<file path="src/rtl/gray_sched_pkg.sv">
// Purpose : shared types and helpers for the Gray-code burst scheduler.
// Latency : n/a (package: state enum, Gray encoder, round-robin pick).
// Backpressure: n/a.
//
// Helpers work on the widest supported widths (16 requesters, 32-bit
// counters); callers size-cast their arguments in and results out.
package gray_sched_pkg;

   localparam int MAX_NREQ  = 16;
   localparam int MAX_CBITS = 32;

   typedef enum logic [1:0] {
      IDLE = 2'd0,
      RUN  = 2'd1,
      ZERO = 2'd2
   } state_t;

   // Binary to reflected Gray code.
   function automatic logic [MAX_CBITS-1:0] bin2gray(input logic [MAX_CBITS-1:0] bin);
      return bin ^ (bin >> 1);
   endfunction

   // Round-robin winner: first set request at last+1, last+2, ... (mod nreq).
   // Returns 'last' unchanged when nothing is requesting; callers only use
   // the result when at least one request bit is set.
   function automatic logic [3:0] rr_pick(input logic [MAX_NREQ-1:0] req,
                                          input logic [3:0]          last,
                                          input int                  nreq);
      logic [3:0] win;
      logic       found;
      int         idx;
      win   = last;
      found = 1'b0;
      for (int k = 1; k <= MAX_NREQ; k++) begin
         idx = (int'(last) + k) % nreq;
         if (!found && (k <= nreq) && req[idx[3:0]]) begin
            win   = idx[3:0];
            found = 1'b1;
         end
      end
      return win;
   endfunction

endpackage

</file>
<file path="src/rtl/gray_burst_sched_rr_arbiter.sv">
// Purpose : round-robin winner select plus the last-owner pointer register.
// Latency : winner is combinational from req; pointer updates on the clock after take.
// Backpressure: none; the pointer only moves when the caller asserts take.
//
// Ports:
//   clk, rst   clock and synchronous active-low reset (pointer -> NREQ-1)
//   req        per-requester request bits
//   take       load the current winner into the last-owner pointer
//   winner     index of the next requester in round-robin order
//   any        at least one request bit is set
module rr_arbiter
   import gray_sched_pkg::*;
#(
   parameter int NREQ = 4,
   parameter int IDW  = $clog2(NREQ)
) (
   input  logic            clk,
   input  logic            rst,
   input  logic [NREQ-1:0] req,
   input  logic            take,
   output logic [IDW-1:0]  winner,
   output logic            any
);

   logic [IDW-1:0] last;

   always_comb begin
      winner = IDW'(rr_pick(MAX_NREQ'(req), 4'(last), NREQ));
      any    = |req;
   end

   // Resetting to NREQ-1 makes requester 0 the first in line.
   always_ff @(posedge clk) begin
      if (!rst) begin
         last <= IDW'(NREQ - 1);
      end else if (take) begin
         last <= winner;
      end
   end

endmodule

</file>
<file path="src/rtl/gray_burst_sched.sv">
// Purpose : round-robin scheduler sharing one Gray-code counter among NREQ requesters.
// Latency : request seen in IDLE at t -> grant and first beat at t+1; burst of L
//           beats occupies t+1..t+L; one IDLE bubble before the next grant.
// Backpressure: none; req is only sampled in IDLE and held requests simply wait.
//
// Ports:
//   clk      rising-edge clock
//   rst      synchronous active-low reset
//   req      per-requester level request
//   len      flattened burst lengths, requester i owns [i*CBITS +: CBITS]
//   grant    one-hot grant held for the whole burst
//   owner    granted requester index (valid while busy)
//   busy     burst in progress
//   gray_o   Gray code of the internal binary count
//   valid_o  gray_o carries a burst beat this cycle
//   done     pulse on the final cycle of a burst (including zero-length)
module gray_burst_sched
   import gray_sched_pkg::*;
#(
   parameter int NREQ  = 4,
   parameter int CBITS = 8,
   parameter int IDW   = $clog2(NREQ)
) (
   input  logic                  clk,
   input  logic                  rst,
   input  logic [NREQ-1:0]       req,
   input  logic [NREQ*CBITS-1:0] len,
   output logic [NREQ-1:0]       grant,
   output logic [IDW-1:0]        owner,
   output logic                  busy,
   output logic [CBITS-1:0]      gray_o,
   output logic                  valid_o,
   output logic                  done
);

   if (NREQ < 2 || NREQ > MAX_NREQ) begin : g_bad_nreq
      $error("gray_burst_sched: NREQ must be in 2..16");
   end
   if (CBITS < 1 || CBITS > MAX_CBITS) begin : g_bad_cbits
      $error("gray_burst_sched: CBITS must be in 1..32");
   end

   state_t           state, state_d;
   logic [CBITS-1:0] bin, bin_d;
   logic [CBITS-1:0] len_q, len_d;
   logic [CBITS-1:0] last_beat;
   logic [CBITS-1:0] win_len;

   logic [NREQ-1:0]  grant_d;
   logic [IDW-1:0]   owner_d;
   logic             busy_d;
   logic [CBITS-1:0] gray_d;
   logic             valid_d;
   logic             done_d;

   logic [IDW-1:0]   winner;
   logic             any_req;
   logic             take;

   // Arbitration only happens from IDLE; the pointer advances with each grant.
   assign take = (state == IDLE) && any_req;

   rr_arbiter #(
      .NREQ (NREQ),
      .IDW  (IDW)
   ) u_arb (
      .clk    (clk),
      .rst    (rst),
      .req    (req),
      .take   (take),
      .winner (winner),
      .any    (any_req)
   );

   // Length of the current winner, selected from the flattened bus.
   always_comb begin
      win_len = '0;
      for (int i = 0; i < NREQ; i++) begin
         if (winner == IDW'(i)) begin
            win_len = len[i*CBITS +: CBITS];
         end
      end
   end

   // len_q is never zero in RUN, so len_q-1 is the index of the final beat.
   assign last_beat = len_q - CBITS'(1);

   // Next-state and next-output logic.  Every output is registered, so the
   // values computed here are what the outputs show on the following cycle;
   // done is therefore predicted one cycle ahead from the beat that will be
   // presented next.
   always_comb begin
      state_d = state;
      bin_d   = bin;
      len_d   = len_q;
      grant_d = '0;
      owner_d = '0;
      busy_d  = 1'b0;
      gray_d  = '0;
      valid_d = 1'b0;
      done_d  = 1'b0;

      case (state)
         IDLE: begin
            if (any_req) begin
               grant_d = NREQ'(1) << winner;
               owner_d = winner;
               busy_d  = 1'b1;
               len_d   = win_len;
               bin_d   = '0;
               if (win_len != '0) begin
                  state_d = RUN;
                  valid_d = 1'b1;
                  gray_d  = '0;
                  done_d  = (win_len == CBITS'(1));
               end else begin
                  state_d = ZERO;
                  done_d  = 1'b1;
               end
            end
         end

         RUN: begin
            if (bin == last_beat) begin
               // Final beat is on the outputs now; drop to the IDLE bubble.
               state_d = IDLE;
               bin_d   = '0;
            end else begin
               state_d = RUN;
               bin_d   = bin + CBITS'(1);
               grant_d = grant;
               owner_d = owner;
               busy_d  = 1'b1;
               valid_d = 1'b1;
               gray_d  = CBITS'(bin2gray(MAX_CBITS'(bin_d)));
               done_d  = (bin_d == last_beat);
            end
         end

         ZERO: begin
            state_d = IDLE;
         end

         default: begin
            state_d = IDLE;
         end
      endcase
   end

   always_ff @(posedge clk) begin
      if (!rst) begin
         state   <= IDLE;
         bin     <= '0;
         len_q   <= '0;
         grant   <= '0;
         owner   <= '0;
         busy    <= 1'b0;
         gray_o  <= '0;
         valid_o <= 1'b0;
         done    <= 1'b0;
      end else begin
         state   <= state_d;
         bin     <= bin_d;
         len_q   <= len_d;
         grant   <= grant_d;
         owner   <= owner_d;
         busy    <= busy_d;
         gray_o  <= gray_d;
         valid_o <= valid_d;
         done    <= done_d;
      end
   end

endmodule

</file>
<file path="config.mk">
export PLATFORM = sky130hd
export DESIGN_NAME = gray_burst_sched
export DESIGN_NICKNAME = d
export VERILOG_FILES = /design/src/rtl/gray_sched_pkg.sv /design/src/rtl/gray_burst_sched_rr_arbiter.sv /design/src/rtl/gray_burst_sched.sv
export SDC_FILE = /design/constraint.sdc
export NUM_CORES = 1
export LEC_CHECK = 0
export CAP_MARGIN = 10
export CELL_PAD_IN_SITES_DETAIL_PLACEMENT = 1
export CELL_PAD_IN_SITES_GLOBAL_PLACEMENT = 2
export CORE_MARGIN = 3
export CORE_UTILIZATION = 26
export DETAILED_ROUTE_END_ITERATION = 6
export PLACE_DENSITY_LB_ADDON = 0.15
export SETUP_SLACK_MARGIN = 0.05
export SLEW_MARGIN = 20
export SYNTH_ARGS = -nofsm -noshare
export SYNTH_HDL_FRONTEND = slang
export SYNTH_SLANG_ARGS = --single-unit
</file>
<file path="constraint.sdc">
create_clock -name clk -period 2.3 [get_ports clk]
set_input_delay 0.46 -clock clk [delete_from_list [all_inputs] [get_ports clk]]
set_output_delay 0.46 -clock clk [all_outputs]
set_load 0.01 [all_outputs]
</file>
After elaboration in Yosys (flattened, before gate mapping)
Cells that the tools add are included.
- flip-flop bits (word level): 37
- bits of input ports: 38
- output and inout bits: 17
- logic and storage cells: 98
- add/subtract/negate cells: 6
- magnitude comparators: 4
- equal/unequal tests: 9
- shift operators: 1
- multiplexer cells: 42
- bitwise gates (word level): 7
- reduce and logical (&&, ||, !) cells: 19
- operators with widths (operator ; count):
    2-to-1 mux 8 bit ; 6
    less-than comparator 4 x 5 -> 1 bit, second input constant ; 4
    equality test 8 bit ; 2
    2-to-1 mux 2 bit ; 8
    one-hot mux 8 bit (2 select lines) ; 1
    2-to-1 mux 1 bit ; 15
    binary-select mux 1 bit (select 3 bit) ; 4
    adder 8 x 1 -> 8 bit, second input constant ; 1
    equality test 8 x 1 -> 1 bit, second input constant ; 1
    2-to-1 mux 4 bit ; 2
    one-hot mux 2 bit (2 select lines) ; 2
    one-hot mux 4 bit (2 select lines) ; 1
    nonzero test 8 bit ; 1
    OR reduction 2 bit ; 4
    subtractor 8 x 1 -> 8 bit, second input constant ; 1
    bitwise XOR 8 x 7 -> 8 bit ; 1
    one-hot mux 1 bit (2 select lines) ; 3
    adder 2 x 1 -> 2 bit, second input constant ; 2
    adder 2 bit, second input constant ; 2
    AND 1 bit, first input constant ; 4
    equality test 2 x 1 -> 1 bit, second input constant ; 2
    equality test 2 bit, second input constant ; 2
    logical AND 1 bit ; 4
    logical NOT 2 bit ; 2
    other kinds (8) ; 13

Longest topological paths before layout
- depth in word-level cells: 24
- mapped depth: 11
- mapped depth without buffers: 10

Hierarchy
From an unflattened synthesis, not the netlist that was laid out.
- cells, all modules: 258
- area, all modules: 2204.6 um2
- by module, submodules not included (module ; times used ; cells each ; area an instance (um2) ; sequential area each (um2)):
    gray_burst_sched ; 1 ; 234 ; 2023.2 ; 700.7
    rr_arbiter ; 1 ; 24 ; 181.4 ; 40.0

Worst setup path after synthesis
OpenSTA, ideal clock, no wires.
- kind: register to register
- start: register len_q[0]
- end: register state[0]
- library setup time: 134 ps
- data arrival time: 2274 ps
- data required time: 2166 ps
- slack: -109 ps
- stages on the path, launching flop included: 10
- buffers on the path: 1
- period minus slack after synthesis: 2409 ps
- path through: dfxtp_1 -> or4_1 -> nor2_1 -> xnor2_1 -> xnor2_1 -> nor4_1 -> a311oi_4 -> buf_6 -> nor2_1 -> a21boi_1
- word-level cells in the longest chain between the ends: 4
- RTL lines (element ; RTL line ; source):
    from (decl) ; gray_burst_sched.sv:45 ; logic [CBITS-1:0] len_q, len_d;
    from (signal assigned) ; gray_burst_sched.sv:164 ; len_q <= len_d;
    subtractor 8 x 1 -> 8 bit ; gray_burst_sched.sv:86 ; assign last_beat = len_q - CBITS'(1);
    equality test 8 bit ; gray_burst_sched.sv:124 ; if (bin == last_beat) begin
    2-to-1 mux 1 bit ; gray_burst_sched.sv:124 ;
    one-hot mux 2 bit (2 select lines) ; gray_burst_sched.sv:103 ; case (state)
    to (signal assigned) ; gray_burst_sched.sv:162 ; state <= state_d;
    to (decl) ; gray_burst_sched.sv:43 ; state_t state, state_d;
No other way between the ends.
A chain may end at the register's enable or synchronous reset.

Worst setup path in the final report
- start: register len_q[1]
- end: register valid_o
- word-level cells in the longest chain between the ends: 4
- RTL lines (element ; RTL line ; source):
    subtractor 8 x 1 -> 8 bit ; gray_burst_sched.sv:86 ;
    equality test 8 bit ; gray_burst_sched.sv:124 ;
    2-to-1 mux 1 bit ; gray_burst_sched.sv:124 ;
    one-hot mux 1 bit (2 select lines) ; gray_burst_sched.sv:103 ;
    to (signal assigned) ; gray_burst_sched.sv:169 ; valid_o <= valid_d;
    to (decl) ; gray_burst_sched.sv:32 ; output logic valid_o,
No other way between the ends.

==> run metrics <==
Crit Path Category reg2reg; die area 9810 sq um; vias in the first global route about 2600; Worst path top cell family by delay compound AO/OA/AOI/OAI gates; Final min period ~2400 ps; Setup WS post-layout -79.6 ps; Crit path largest cell delay approximately 340 ps; Placed Cells approximately 470; run status finished with violations; Endpoint, Worst Hold owner[0]; Final #Nets around 440; worst r2r dst valid_o; top_reg_cell synth dfxtp_1; PwrDens about 650 nW/um^2; Initial Util 0.271; DR WL/cell ~16 microns; Leak between 1.5 and 2 nW; Synth Area per Inst about 8.3 sq um; Die Wd ~99 microns; Max-Cap Viols 0; vias post-DR 2424; Worst Clk Skew ~9.3 ps; hold depth 2; syn_nets between 300 and 400; setup TNS -348 ps; element type at the critical path start flip-flop; largest net degree at the start of global routing 33; Hold Vio Cnt, Final 0; HP Class reg2reg; crit-path cells buf_4, inv_2, ha_4, buf_4, xnor2_4, xor2_1, o211ai_1, nor4_4, a311oi_4, buf_6, o21a_1, a21boi_2; flop2flop setup slack -80 ps; first drt pass iteration count 4; row count 33; fraction of layout cells with a size suffix above 1 0.416; Std-Cell Core Area 8300 sq um; endpoints failing setup 12; clock tree buffer depth 2; crit share post-route 1.03; Slew Limit Fails 0; worst reg2reg path depth 12; CTS tree done; CP required 2490 ps; I/O Pins 55; CTS buffer count 5; Vias/cell about 4.8; Area Overhead vs Synth 80.6%; clk sinks 37; Slew headroom 0.652; Mapped Area 2250 sq um; part of the Yosys area used for sequential elements 0.329; crit-path max FO 6; initial antenna violation count 0; Setup crit end kind flip-flop; most frequent cells in the layout 73 x buf_4, 50 x clkdlybuf4s50_1, 33 x dfxtp_1, 25 x nand2_1, 17 x inv_1; HP Start owner[0]; Clk Latency, worst-skew pair roughly 290 ps; Final HPWL DP around 5400 microns; Diodes inserted 0; final std cells w/o fill between 500 and 600; DR DRC count 0; Worst VDD drop slightly below 0.3 mV; Synth Register Bits 37; first-pass GRT wire length roughly 12000 microns; DRT iter0 DRCs 59; Synth Instances around 270; Post-synth EDFFs 0; hold slack about 460 ps; sum of buffers and inverters on the critical path 4; Port Buffers 54; Routed WL 8310 microns; YS warnings 0; Crit Reg-Reg Startpoint len_q[1]; clock-pin slew on the worst setup and hold paths roughly 70 ps; FFs w/ async S/R, synth 0; post-place setup slack -673 ps; slowest cell on the critical path dfxtp_2; cell mode on critical path buf_4; unrepaired setup endpoints after global routing true; gr ovfl total 0; commonest non-fill, non-tap cell in the layout buf_4; Total GRT Usage 0.158; CTS H-Tree Depth 2; FMAX ~420 MHz; Die Y around 99 microns; routability congestion estimate around 0.74; Slew @ Worst Pin 519 ps; ANT nets after route 0; Worst EP arrival 2570 ps; CTS Root Cell clkbuf_8; violated checks negative setup slack; synth unique cells 46
## Yosys cell counts, types with 2 or more instances
master | n | area share
buf_6 | 5 | 0.025
o211ai_1 | 3 | 0.010
dfxtp_1 | 37 | 0.33
o22ai_1 | 3 | 0.0083
a21oi_1 | 4 | 0.0089
and2_1 | 6 | 0.017
xnor2_1 | 22 | 0.086
a22oi_1 | 8 | 0.027
nand2_1 | 26 | 0.043
nand3_1 | 13 | 0.029
o21a_1 | 2 | 0.0067
xor2_1 | 11 | 0.043
nor2_1 | 13 | 0.022
inv_1 | 20 | 0.033
a31oi_1 | 12 | 0.033
nor4_1 | 3 | 0.0083
a211oi_1 | 11 | 0.037
o31ai_1 | 6 | 0.020
nand4b_1 | 2 | 0.0078
a21o_1 | 3 | 0.010
nand2b_1 | 2 | 0.0056
a21boi_1 | 3 | 0.010
a21boi_0 | 2 | 0.0067
o21ai_0 | 4 | 0.0089
nor3_1 | 5 | 0.011
clkbuf_1 | 13 | 0.022
a2bb2oi_1 | 2 | 0.0078
ha_1 | 2 | 0.011
nor2b_1 | 12 | 0.033
## per-stage QoR
stage	power, mW	cell area [sq um]	util
after floorplan	1.27	2290	-
after global placement	1.71	3340	0.402
after detailed placement	1.73	3340	0.402
after CTS	2.41	3750	0.452
after global routing	2.79	4070	0.490
final	2.63	4070	0.490
## per-layer routing
| metal | GRT usage | routed length (microns) |
|---|---|---|
| met2 | 0.274 | 4400 |
| met4 | 0.0494 | 138 |
| met3 | 0.0318 | 225 |
| met1 | 0.197 | 3550 |
| met5 | 0 | 0 |
## area by class of cell
cell class                 count  area, sq um
clock buffer                   6         82.6
clock inverter                 1         7.51
sequential                    37          746
timing repair buffer         139         1230
tap                          105          131
inverter                      20         75.1
fill                         962         4230
multi-input combinational    198         1790
## logic make-up (layout without fill, tap and decap cells)
group | count (synthesis) | count (layout) | share of synthesized area
mux | 1 | 1 | 0.00444
fa+ha+maj | 2 | 2 | 0.0111
flops | 37 | 37 | 0.329
simple gates | 94 | 95 | 0.228
compound gates | 67 | 67 | 0.219
xor+xnor | 33 | 33 | 0.128
buf+inv | 38 | 166 | 0.0800
## where the power goes
group / switching [mW] / total, mW / internal [mW]
clock: 0.240 / 0.477 / 0.237
combinational: 0.642 / 1.42 / 0.782
sequential: 0.0412 / 0.731 / 0.690
## sequential cells by signal, summed over array words and instances (netlist names)
signal and cells:
len_q 8, owner 2, gray_o 8, done 1
busy 1, u_arb.last 2, state 2, valid_o 1
bin 8, grant 4
## worst register-to-register path, delay by kind of cell, from the launching register on
| family | cells | cell delay, ps |
|---|---|---|
| AO/OA/AOI/OAI | 4 | 710 |
| XOR/XNOR | 2 | 320 |
| adder cells (fa/ha/maj) | 1 | 150 |
| buffers and inverters | 4 | 460 |
| flip-flops | 1 | 340 |
| AND/OR/NAND/NOR | 1 | 280 |
## worst max path at each step
stage / start / end / slack, ps / cells past startpoint
detailed placement: req[3] / done / -670 / 8
global route: len_q[1] / state[0] / -160 / 12
finish: len_q[1] / valid_o / -80 / 12
floorplan: len_q[3] / owner[1] / 30 / 9
CTS: len_q[1] / grant[1] / -60 / 11
global placement: req[3] / valid_o / -550 / 8
## repair_timing
action                                  4_1_cts  5_1_grt
gates resized for setup                      43       55
buffers inserted                             18        7
cloned                                        1        1
pin swaps                                    30       34
hold endpoints to repair                      0        0
endpoints found under the setup margin       28       28
hold buffers                                  0        0
Power figures use the tool's default switching activity.
